File: config.mk
export PLATFORM = sky130hd
export DESIGN_NAME = mem_bridge
export DESIGN_NICKNAME = d
export VERILOG_FILES = /design/src/rtl/mem_bridge_pkg.sv /design/src/rtl/mem_bridge_sync2.sv /design/src/rtl/mem_bridge.sv
export SDC_FILE = /design/constraint.sdc
export NUM_CORES = 1
export LEC_CHECK = 0
export BUFFER_PORTS_ARGS = -buffer_cell sky130_fd_sc_hd__buf_2
export CAP_MARGIN = 5
export CORE_UTILIZATION = 55
export CTS_CLUSTER_DIAMETER = 30
export CTS_CLUSTER_SIZE = 24
export DETAILED_ROUTE_END_ITERATION = 6
export PLACE_DENSITY_LB_ADDON = 0.3
export SYNTH_ARGS = -nofsm -noshare
export SYNTH_HDL_FRONTEND = slang
export SYNTH_SLANG_ARGS = --single-unit
File: constraint.sdc
create_clock -name clk -period 4.9 [get_ports clk]
set_input_delay 0.49 -clock clk [delete_from_list [all_inputs] [get_ports clk]]
set_output_delay 0.49 -clock clk [all_outputs]
set_load 0.03 [all_outputs]
File: src/rtl/mem_bridge_pkg.sv
// Shared types and constants for the memory-stage bridge: FSM states, address
// decode classes, MMIO register offsets and the error read pattern.
package mem_bridge_pkg;

  typedef enum logic [1:0] {
    S_IDLE,
    S_RAM_RD,
    S_RESP
  } state_e;

  typedef enum logic [1:0] {
    DEC_RAM,
    DEC_MMIO,
    DEC_ERR
  } dec_e;

  localparam logic [3:0]  OFF_LED    = 4'h0;
  localparam logic [3:0]  OFF_SW     = 4'h4;
  localparam logic [3:0]  OFF_CYCLES = 4'h8;
  localparam logic [3:0]  OFF_ERRCNT = 4'hC;

  localparam logic [31:0] DEAD_BEEF  = 32'hDEAD_BEEF;
  localparam int          ERRCNT_W   = 16;

  // Only the LED byte of the write data is ever consumed after acceptance.
  typedef struct packed {
    logic        we;
    logic [31:0] addr;
    logic [7:0]  wdata_lo;
  } req_t;

  // Misalignment is checked first so a misaligned RAM or MMIO address is an error.
  function automatic dec_e decode(input logic [31:0] addr,
                                  input int unsigned ram_aw,
                                  input logic [31:0] mmio_base);
    if (addr[1:0] != 2'b00) return DEC_ERR;
    if ((addr >> (ram_aw + 2)) == 32'd0) return DEC_RAM;
    if (addr[31:4] == mmio_base[31:4]) return DEC_MMIO;
    return DEC_ERR;
  endfunction

endpackage

File: src/rtl/mem_bridge_sync2.sv
// Two-flop synchronizer bringing an asynchronous bus into the clk domain.
module sync2 #(
  parameter int W = 8
) (
  input  logic         clk,
  input  logic         reset,
  input  logic [W-1:0] d_i,
  output logic [W-1:0] q_o
);

  logic [W-1:0] meta_q;
  logic [W-1:0] sync_q;

  always_ff @(posedge clk) begin
    if (!reset) begin
      meta_q <= '0;
      sync_q <= '0;
    end else begin
      // NOTE: non-blocking assignments keep the two stages as distinct flops.
      meta_q <= d_i;
      sync_q <= meta_q;
    end
  end

  assign q_o = sync_q;

endmodule

File: src/rtl/mem_bridge.sv
// Bridges a CPU memory-stage request to a synchronous RAM or to a small MMIO
// register window (LED, SW, CYCLES, ERRCNT) with a valid/ready response.
module mem_bridge
  import mem_bridge_pkg::*;
#(
  parameter int          RAM_AW    = 6,
  parameter logic [31:0] MMIO_BASE = 32'hFFFF_0000
) (
  input  logic              clk,
  input  logic              reset,
  input  logic              req_valid,
  input  logic              req_we,
  input  logic [31:0]       req_addr,
  input  logic [31:0]       req_wdata,
  output logic              req_ready,
  output logic              resp_valid,
  input  logic              resp_ready,
  output logic [31:0]       resp_rdata,
  output logic              resp_err,
  output logic [RAM_AW-1:0] ram_addr,
  output logic              ram_wren,
  output logic [31:0]       ram_data,
  input  logic [31:0]       ram_q,
  input  logic [7:0]        sw,
  output logic [7:0]        led
);

  state_e              state_q;
  logic                ready_q;
  logic                resp_valid_q;
  logic                resp_err_q;
  logic [31:0]         resp_rdata_q;
  req_t                req_q;
  logic                commit_q;

  logic [7:0]          led_q;
  logic [31:0]         cycles_q;
  logic [ERRCNT_W-1:0] errcnt_q;
  logic [ERRCNT_W-1:0] errcnt_d;

  logic [7:0]          sw_sync;
  logic                accept;
  dec_e                dec_in;
  dec_e                dec_commit;
  logic [31:0]         mmio_rdata;
  logic                err_inc;
  logic                err_clr;

  sync2 #(.W(8)) u_sw_sync (
    .clk   (clk),
    .reset (reset),
    .d_i   (sw),
    .q_o   (sw_sync)
  );

  // Gating with reset keeps req_ready low for the whole reset window.
  assign req_ready = ready_q & reset;
  assign accept    = req_valid & req_ready;
  assign dec_in    = decode(req_addr, RAM_AW, MMIO_BASE);

  // The RAM sees the address in the acceptance cycle so ram_q is ready in RAM_RD.
  always_comb begin
    // NOTE: default every output first so no path leaves one unassigned (no latch).
    ram_addr = '0;
    ram_wren = 1'b0;
    ram_data = '0;
    if (accept && dec_in == DEC_RAM) begin
      ram_addr = req_addr[RAM_AW+1:2];
      ram_wren = req_we;
      ram_data = req_we ? req_wdata : 32'd0;
    end
  end

  always_comb begin
    mmio_rdata = '0;
    unique case (req_addr[3:0])
      OFF_LED:    mmio_rdata = {24'd0, led_q};
      OFF_SW:     mmio_rdata = {24'd0, sw_sync};
      OFF_CYCLES: mmio_rdata = cycles_q;
      OFF_ERRCNT: mmio_rdata = {{(32-ERRCNT_W){1'b0}}, errcnt_q};
      default:    mmio_rdata = '0;
    endcase
  end

  always_ff @(posedge clk) begin
    if (!reset) begin
      state_q      <= S_IDLE;
      ready_q      <= 1'b0;
      resp_valid_q <= 1'b0;
      resp_err_q   <= 1'b0;
      resp_rdata_q <= '0;
      req_q        <= '0;
      commit_q     <= 1'b0;
    end else begin
      commit_q <= 1'b0;
      unique case (state_q)
        S_IDLE: begin
          ready_q <= 1'b1;
          if (accept) begin
            ready_q  <= 1'b0;
            commit_q <= 1'b1;
            req_q    <= '{we: req_we, addr: req_addr, wdata_lo: req_wdata[7:0]};
            unique case (dec_in)
              DEC_RAM: begin
                if (req_we) begin
                  state_q      <= S_RESP;
                  resp_valid_q <= 1'b1;
                  resp_err_q   <= 1'b0;
                  resp_rdata_q <= '0;
                end else begin
                  state_q <= S_RAM_RD;
                end
              end
              DEC_MMIO: begin
                state_q      <= S_RESP;
                resp_valid_q <= 1'b1;
                resp_err_q   <= 1'b0;
                resp_rdata_q <= req_we ? 32'd0 : mmio_rdata;
              end
              default: begin
                state_q      <= S_RESP;
                resp_valid_q <= 1'b1;
                resp_err_q   <= 1'b1;
                resp_rdata_q <= req_we ? 32'd0 : DEAD_BEEF;
              end
            endcase
          end
        end
        S_RAM_RD: begin
          state_q      <= S_RESP;
          resp_valid_q <= 1'b1;
          resp_err_q   <= 1'b0;
          resp_rdata_q <= req_q.we ? 32'd0 : ram_q;
        end
        S_RESP: begin
          if (resp_ready) begin
            state_q      <= S_IDLE;
            resp_valid_q <= 1'b0;
            ready_q      <= 1'b1;
          end
        end
        default: begin
          state_q <= S_IDLE;
          ready_q <= 1'b1;
        end
      endcase
    end
  end

  // Register side effects commit in the cycle after acceptance from the latched
  // request; the earliest following request is accepted after they land.
  assign dec_commit = decode(req_q.addr, RAM_AW, MMIO_BASE);
  assign err_inc    = commit_q && dec_commit == DEC_ERR;
  assign err_clr    = commit_q && dec_commit == DEC_MMIO && req_q.we &&
                      req_q.addr[3:0] == OFF_ERRCNT;

  // A clearing write takes priority over a same-cycle increment.
  always_comb begin
    errcnt_d = errcnt_q;
    if (err_inc && errcnt_q != {ERRCNT_W{1'b1}}) errcnt_d = errcnt_q + 1'b1;
    if (err_clr) errcnt_d = '0;
  end

  always_ff @(posedge clk) begin
    if (!reset) begin
      led_q    <= '0;
      cycles_q <= '0;
      errcnt_q <= '0;
    end else begin
      cycles_q <= cycles_q + 32'd1;
      errcnt_q <= errcnt_d;
      if (commit_q && dec_commit == DEC_MMIO && req_q.we &&
          req_q.addr[3:0] == OFF_LED) begin
        led_q <= req_q.wdata_lo;
      end
    end
  end

  assign resp_valid = resp_valid_q;
  assign resp_err   = resp_err_q;
  assign resp_rdata = resp_rdata_q;
  assign led        = led_q;

endmodule

# == Yosys cells after proc, flatten, opt, wreduce, memory -nomap -nowiden ==
# Index checks and enable logic that the tools add are counted.
# classes
n_addsub,2
n_eq_ne,15
n_mux,54
bitwise,4
n_reduce_logical,24
# ops
cell,count
32-bit two-way mux,7
32-bit case mux with 2 select lines,2
32-bit case mux with 4 select lines,1
32-bit logical NOT,2
28-bit equality test (second input constant),2
32-bit by 1-bit adder with 32-bit output (second input constant),1
2-bit two-way mux,16
1-bit two-way mux,22
16-bit by 1-bit adder with 16-bit output (second input constant),1
16-bit inequality test (second input constant),1
4-bit equality test (second input constant),3
4-bit logical NOT,2
2-bit AND reduction,4
1-bit logical AND,7
2-bit by 1-bit equality test with 1-bit output (second input constant),3
6-bit two-way mux,1
1-bit case mux with 3 select lines,2
2-bit case mux with 3 select lines,1
2-bit nonzero test,3
2-bit equality test (second input constant),2
4-bit by 3-bit equality test with 1-bit output (second input constant),1
2-bit logical NOT,2
2-bit inequality test (second input constant),2
1-bit case mux with 2 select lines,2
7 further kinds,9
# word_totals
reg_bits,151
output_inout_bits,82

# == Logic depth before layout (Yosys ltp) ==
# logic_depth
ltp_word,13
ltp_mapped,10

# == Hierarchy ==
# Synthesis repeated with hierarchy kept, for this count alone.
# hier_totals
hier_cells,781
area_unflattened_um2,6750.2
# modules_own_cells
module,n_inst,cells_per_inst,area_each_um2,seq_area_each_um2
mem_bridge,1,748,6303.5,2702.6
sync2,1,33,446.7,320.3

# == Worst setup path before layout ==
# Ideal clock, no wire load.
# synth_path
path_kind,input-to-output
startpoint,input port req_addr[9]
endpoint,output port ram_data[28]
arrival_ns,2.022
path_slack_ns,2.388
stages,6
n_path_buf,2
cell_sequence,nor4_2 -> nand3_2 -> nor3_1 -> clkbuf_1 -> clkbuf_1 -> and3_1
# synth_via
elab_chain_cells,10
elab_cells_between_ends,15
# synth_lines
element,line,rtl
from (decl),mem_bridge.sv:13,"input logic [31:0] req_addr,"
28-bit equality test,mem_bridge_pkg.sv:38,if (addr[31:4] == mmio_base[31:4]) return DEC_MMIO;
1-bit two-way mux (2 in a row),mem_bridge_pkg.sv:38,
1-bit two-way mux,mem_bridge_pkg.sv:37,if ((addr >> (ram_aw + 2)) == 32'd0) return DEC_RAM;
2-bit two-way mux,mem_bridge_pkg.sv:39,return DEC_ERR;
2-bit two-way mux (*),mem_bridge_pkg.sv:38,
2-bit two-way mux (*),mem_bridge_pkg.sv:37,
2-bit logical NOT (*),mem_bridge.sv:67,if (accept && dec_in == DEC_RAM) begin
1-bit logical AND (*),mem_bridge.sv:67,
32-bit two-way mux (*),mem_bridge.sv:67,
to (decl),mem_bridge.sv:22,"output logic [31:0] ram_data,"
# Mark *: on every way between the ends. The rest lies on a longest branch, timed or not. The select of a mux whose other input is x is not followed.

# == Worst setup path in the final report ==
# layout_path
startpoint,register state_q[0]
endpoint,"register resp_rdata_q[19], in the netlist resp_rdata[19]"
# layout_via
elab_chain_cells,3
elab_cells_between_ends,7
# layout_lines
element,line,rtl
from (decl),mem_bridge.sv:28,state_e state_q;
from (signal assigned),mem_bridge.sv:87,state_q <= S_IDLE;
from (signal assigned),mem_bridge.sv:106,state_q <= S_RESP;
from (signal assigned),mem_bridge.sv:111,state_q <= S_RAM_RD;
2-bit logical NOT / 2-bit by 1-bit equality test with 1-bit output (equally long branches),mem_bridge.sv:96,unique case (state_q)
"3-bit inequality test (no line), or another cell as far along",-,
3-bit AND reduction (no line),-,
to (signal assigned),mem_bridge.sv:118,resp_rdata_q <= req_we ? 32'd0 : mmio_rdata;
to (signal assigned),mem_bridge.sv:124,resp_rdata_q <= req_we ? 32'd0 : DEAD_BEEF;
to (signal assigned),mem_bridge.sv:133,resp_rdata_q <= req_q.we ? 32'd0 : ram_q;
to (decl),mem_bridge.sv:32,logic [31:0] resp_rdata_q;
# Several ways; a longest one is shown, not always the timed one.
# A chain may end at the register's enable or synchronous reset.

==> results summary <==
The wire length after detailed routing is 18400 um. The synthesized design contains 151 register bits. Synthesis produced 800 cells. The count of hold buffers inserted by post-cts repair came out at 0. The required arrival time at the worst endpoint is 5160 ps. The share of the Yosys chip area taken by registers is 0.432. The standard-cell row count is 40. Power spread over the standard cell area amounts to 350 nW/um^2.

The sequential cell fraction of total power is 0.434. In the global route stage, overall resource usage came out at 0.283. The die covers 13200 sq um. The transition at the pin with the smallest max-transition slack is 1070 ps. Of the cells placed in the final design, the portion with a size suffix greater than 1 is 0.264. The hold slack came out at 272 ps. The final-stage net count is 1076. The detailed-route DRC error count is 0.

After global routing the overflow that remains totals 0. The floorplan step set the die height to 115 um. The clock sink count came out at 151. The first global-routing pass estimated 28500 um of wire. The clock network latency to the later pin of the worst-skew pair came out at 420 ps.

The number of cells traversed by the worst register-to-register path is 11. In this run the top signal layer used is met4. The Yosys warning count came out at 0.

The post-cts sizing count is 0. After synthesis, the share of flip-flops with an asynchronous set or reset is 0. The mean number of vias per cell is 5.59.

Of the total power, the share spent switching nets is 0.231. The average wire length per cell after detail routing came out at 16.1 um. Entering global routing, the biggest net connects 138 pins. The peak fanout along the critical path came out at 43.

The synthesized netlist contains 56 unique library cells. Of the total power, the clock network draws 0.471. The number of antenna violations at the first check in global routing is 1. The total nets after synthesis came out at 914. Detailed routing inserted a total of 6390 vias. Detailed placement finished with a half-perimeter wire length of 12700 um. The H-tree depth reported by CTS came out at 4. The worst hold path was traced through 2 stages. The number of port buffers is 190. Setup repair after global routing left no endpoint under its margin.

The upper clock frequency limit is 316 MHz. The number of endpoints with negative hold slack in the final report was 0. TritonCTS built the clock tree. After clock tree synthesis, the clock-pin slew on the worst setup and hold paths is 60 ps. The total area inside the core boundary comes to 12200 sq um. The sum of negative setup slack is 0 ps. The clock passes through at most 2 buffers. The netlist area before placement is 7000 sq um.

The run finished with clean final reports. The worst vdd rail ir drop is 213 uV. The boundary pin count is 191. TritonCTS created 17 clock buffers. The cell at the root of the clock tree is sky130_fd_sc_hd__clkbuf_16.

The worst setup path is launched from a flop. The path class of the tightest hold or removal check is input port to flop. The total of endpoints with negative setup slack in the final report is 0. In this run the static leakage power is 3.64 nW. The die width came out at 115 um. The layout filler cell count came out at 979. Cell internal power was estimated by the tool at 2.32 mW. The via count of the first global-routing pass came out at 5723. The average instance area after synthesis came out at 8.75 sq um. The most common flop cell mapped by yosys is sky130_fd_sc_hd__dfxtp_1. The count of final max-slew check failures came out at 0.

In this run the power spent charging and discharging nets is 0.696 mW. The fraction of the cycle the final worst path needs is 0.646. In the detailed route, the total length drawn on met3 is 1240 um. After detailed routing, the wire length on met1 is 7880 um.

The number of search-and-repair iterations in the first detailed-routing pass came out at 6. The arrival time at the worst endpoint came out at 3430 ps. By startpoint and endpoint, the worst setup path is classified as flop to flop. The logic gate share of total power came out at 0.095. The minimum clock period is 3170 ps. Compared with the post-synthesis result, the final layout area differs by 22.9%.

After clock tree synthesis, the setup repair step added 0 buffers. The initial core utilization came out at 0.573. The number of antenna-violating nets in the routed design is 0. Counting flops with a built-in enable in the synthesized netlist gives 0.

The met2 layer wire length in the routed design is 8800 um. The number of design-rule violations left by the first detailed-router iteration is 474. The setup skew after layout is 5.67 ps. The relative slew slack came out at 0.290.

STA classifies the critical path endpoint as a flop. The global placement routability congestion is 0.833. The max-cap violation count is 0.
==> layer usage <==
metal,track usage,up-vias
met3,0.0685,36
met5,0,-
li1,-,3141
met1,0.349,2955
met4,0.119,0
met2,0.475,258
==> stage by stage <==
step	setup slack (ps)	cell area [sq um]	std cells	util	total power [mW]
floorplan	2390	7000	800	-	1.50
global placement	1810	7940	1111	0.651	1.61
detailed placement	1720	7940	1111	0.651	1.61
CTS	1790	8600	1143	0.704	3.02
global route	1570	8600	1144	0.704	3.11
finish	1730	8600	1144	0.704	3.01
==> worst paths after layout <==
kind | start | to | slack [ps]
worst max-delay path | state_q[0] | resp_rdata[19] | 1730
worst min-delay path | sw[4] | u_sw_sync.meta_q[4] | 270
worst max register to register | state_q[0] | resp_rdata[19] | 1730
worst min register to register | u_sw_sync.meta_q[7] | u_sw_sync.q_o[7] | 430
==> registers in the layout, indices dropped and copies added, names as in the netlist <==
| register | cells |
|---|---|
| commit_q | 1 |
| u_sw_sync.q_o | 8 |
| resp_rdata | 32 |
| u_sw_sync.meta_q | 8 |
| state_q | 2 |
| req_q | 41 |
| resp_valid | 1 |
| errcnt_q | 16 |
| cycles_q | 32 |
| led | 8 |
| resp_err | 1 |
| ready_q | 1 |
==> power by group through the flow <==
stage / clock (mW) / combinational, mW / sequential (mW)
after CTS: 1.43 / 0.285 / 1.31
after floorplan: 0 / 0.127 / 1.38
after detailed placement: 0 / 0.283 / 1.33
after global placement: 0 / 0.279 / 1.33
final: 1.42 / 0.287 / 1.31
after global routing: 1.49 / 0.310 / 1.31
==> cells in the final DEF, fill, tap and decap left out, drive strengths merged, types with 5 or more instances in the layout <==
cell type	count
ha	5
mux4	8
nor2b	13
or3	13
xnor2	20
nand3	21
xor2	10
dfxtp	151
mux2	8
or4	5
inv	8
nand2	139
buf	196
and2	61
a21boi	43
nor4	16
a21oi	28
a22oi	15
o21ai	46
and4	5
mux2i	9
clkbuf	25
nor3	6
nand4	20
and3	40
a31oi	18
nor2	13
==> cell type report <==
cell class                 instances  area (sq um)  share of cell area
multi-input combinational        587          3680               0.428
sequential                       151          3020               0.352
timing repair buffer             196           996               0.116
clock buffer                      25           515              0.0599
tap                              168           210              0.0244
clock inverter                     7           138              0.0160
inverter                           9          33.8             0.00393
antenna                            1          2.50            0.000291
==> cells in the mapped netlist, types with 4 or more instances <==
| master | number | area [sq um] |
|---|---|---|
| sky130_fd_sc_hd__a21boi_0 | 43 | 323 |
| sky130_fd_sc_hd__a21oi_1 | 28 | 140 |
| sky130_fd_sc_hd__a22oi_1 | 15 | 113 |
| sky130_fd_sc_hd__a31oi_1 | 18 | 113 |
| sky130_fd_sc_hd__and2_1 | 60 | 375 |
| sky130_fd_sc_hd__and3_1 | 40 | 250 |
| sky130_fd_sc_hd__and4_1 | 5 | 43.8 |
| sky130_fd_sc_hd__clkbuf_1 | 39 | 146 |
| sky130_fd_sc_hd__dfxtp_1 | 151 | 3020 |
| sky130_fd_sc_hd__ha_1 | 5 | 62.6 |
| sky130_fd_sc_hd__inv_1 | 8 | 30.0 |
| sky130_fd_sc_hd__mux2_2 | 8 | 90.1 |
| sky130_fd_sc_hd__mux2i_1 | 9 | 90.1 |
| sky130_fd_sc_hd__mux4_2 | 8 | 180 |
| sky130_fd_sc_hd__nand2_1 | 139 | 522 |
| sky130_fd_sc_hd__nand3_1 | 20 | 100 |
| sky130_fd_sc_hd__nand4_1 | 19 | 119 |
| sky130_fd_sc_hd__nor2_1 | 13 | 48.8 |
| sky130_fd_sc_hd__nor2b_1 | 13 | 81.3 |
| sky130_fd_sc_hd__nor3_1 | 6 | 30.0 |
| sky130_fd_sc_hd__nor4_1 | 13 | 81.3 |
| sky130_fd_sc_hd__o211ai_1 | 4 | 30.0 |
| sky130_fd_sc_hd__o21ai_0 | 44 | 220 |
| sky130_fd_sc_hd__o31ai_1 | 4 | 30.0 |
| sky130_fd_sc_hd__or3_1 | 12 | 75.1 |
| sky130_fd_sc_hd__or4_1 | 5 | 37.5 |
| sky130_fd_sc_hd__xnor2_1 | 20 | 175 |
| sky130_fd_sc_hd__xor2_1 | 10 | 87.6 |
==> critical path, stage by stage, from the launching register on <==
cell	delay, ps
sky130_fd_sc_hd__dfxtp_1	310
sky130_fd_sc_hd__inv_1	100
sky130_fd_sc_hd__ha_1	270
sky130_fd_sc_hd__nand3_1	90
sky130_fd_sc_hd__buf_4	280
sky130_fd_sc_hd__clkinv_1	100
sky130_fd_sc_hd__buf_4	370
sky130_fd_sc_hd__o21ai_0	220
sky130_fd_sc_hd__o211ai_1	140
sky130_fd_sc_hd__buf_4	370
sky130_fd_sc_hd__o41a_2	570
sky130_fd_sc_hd__a31oi_1	180
==> kinds of logic (layout without fill, tap and decap cells) <==
logic type	Yosys count	in the layout	share of synthesized area
DFF	151	151	0.432
other	0	1	0
xor gates and xnor gates	30	30	0.0375
buffers and inverters	62	237	0.0431
and+or+nand+nor	362	362	0.277
adders and majority gates	5	5	0.00894
muxes	25	25	0.0515
AOI/OAI and AO/OA	165	165	0.149
Power figures use the tool's default switching activity.
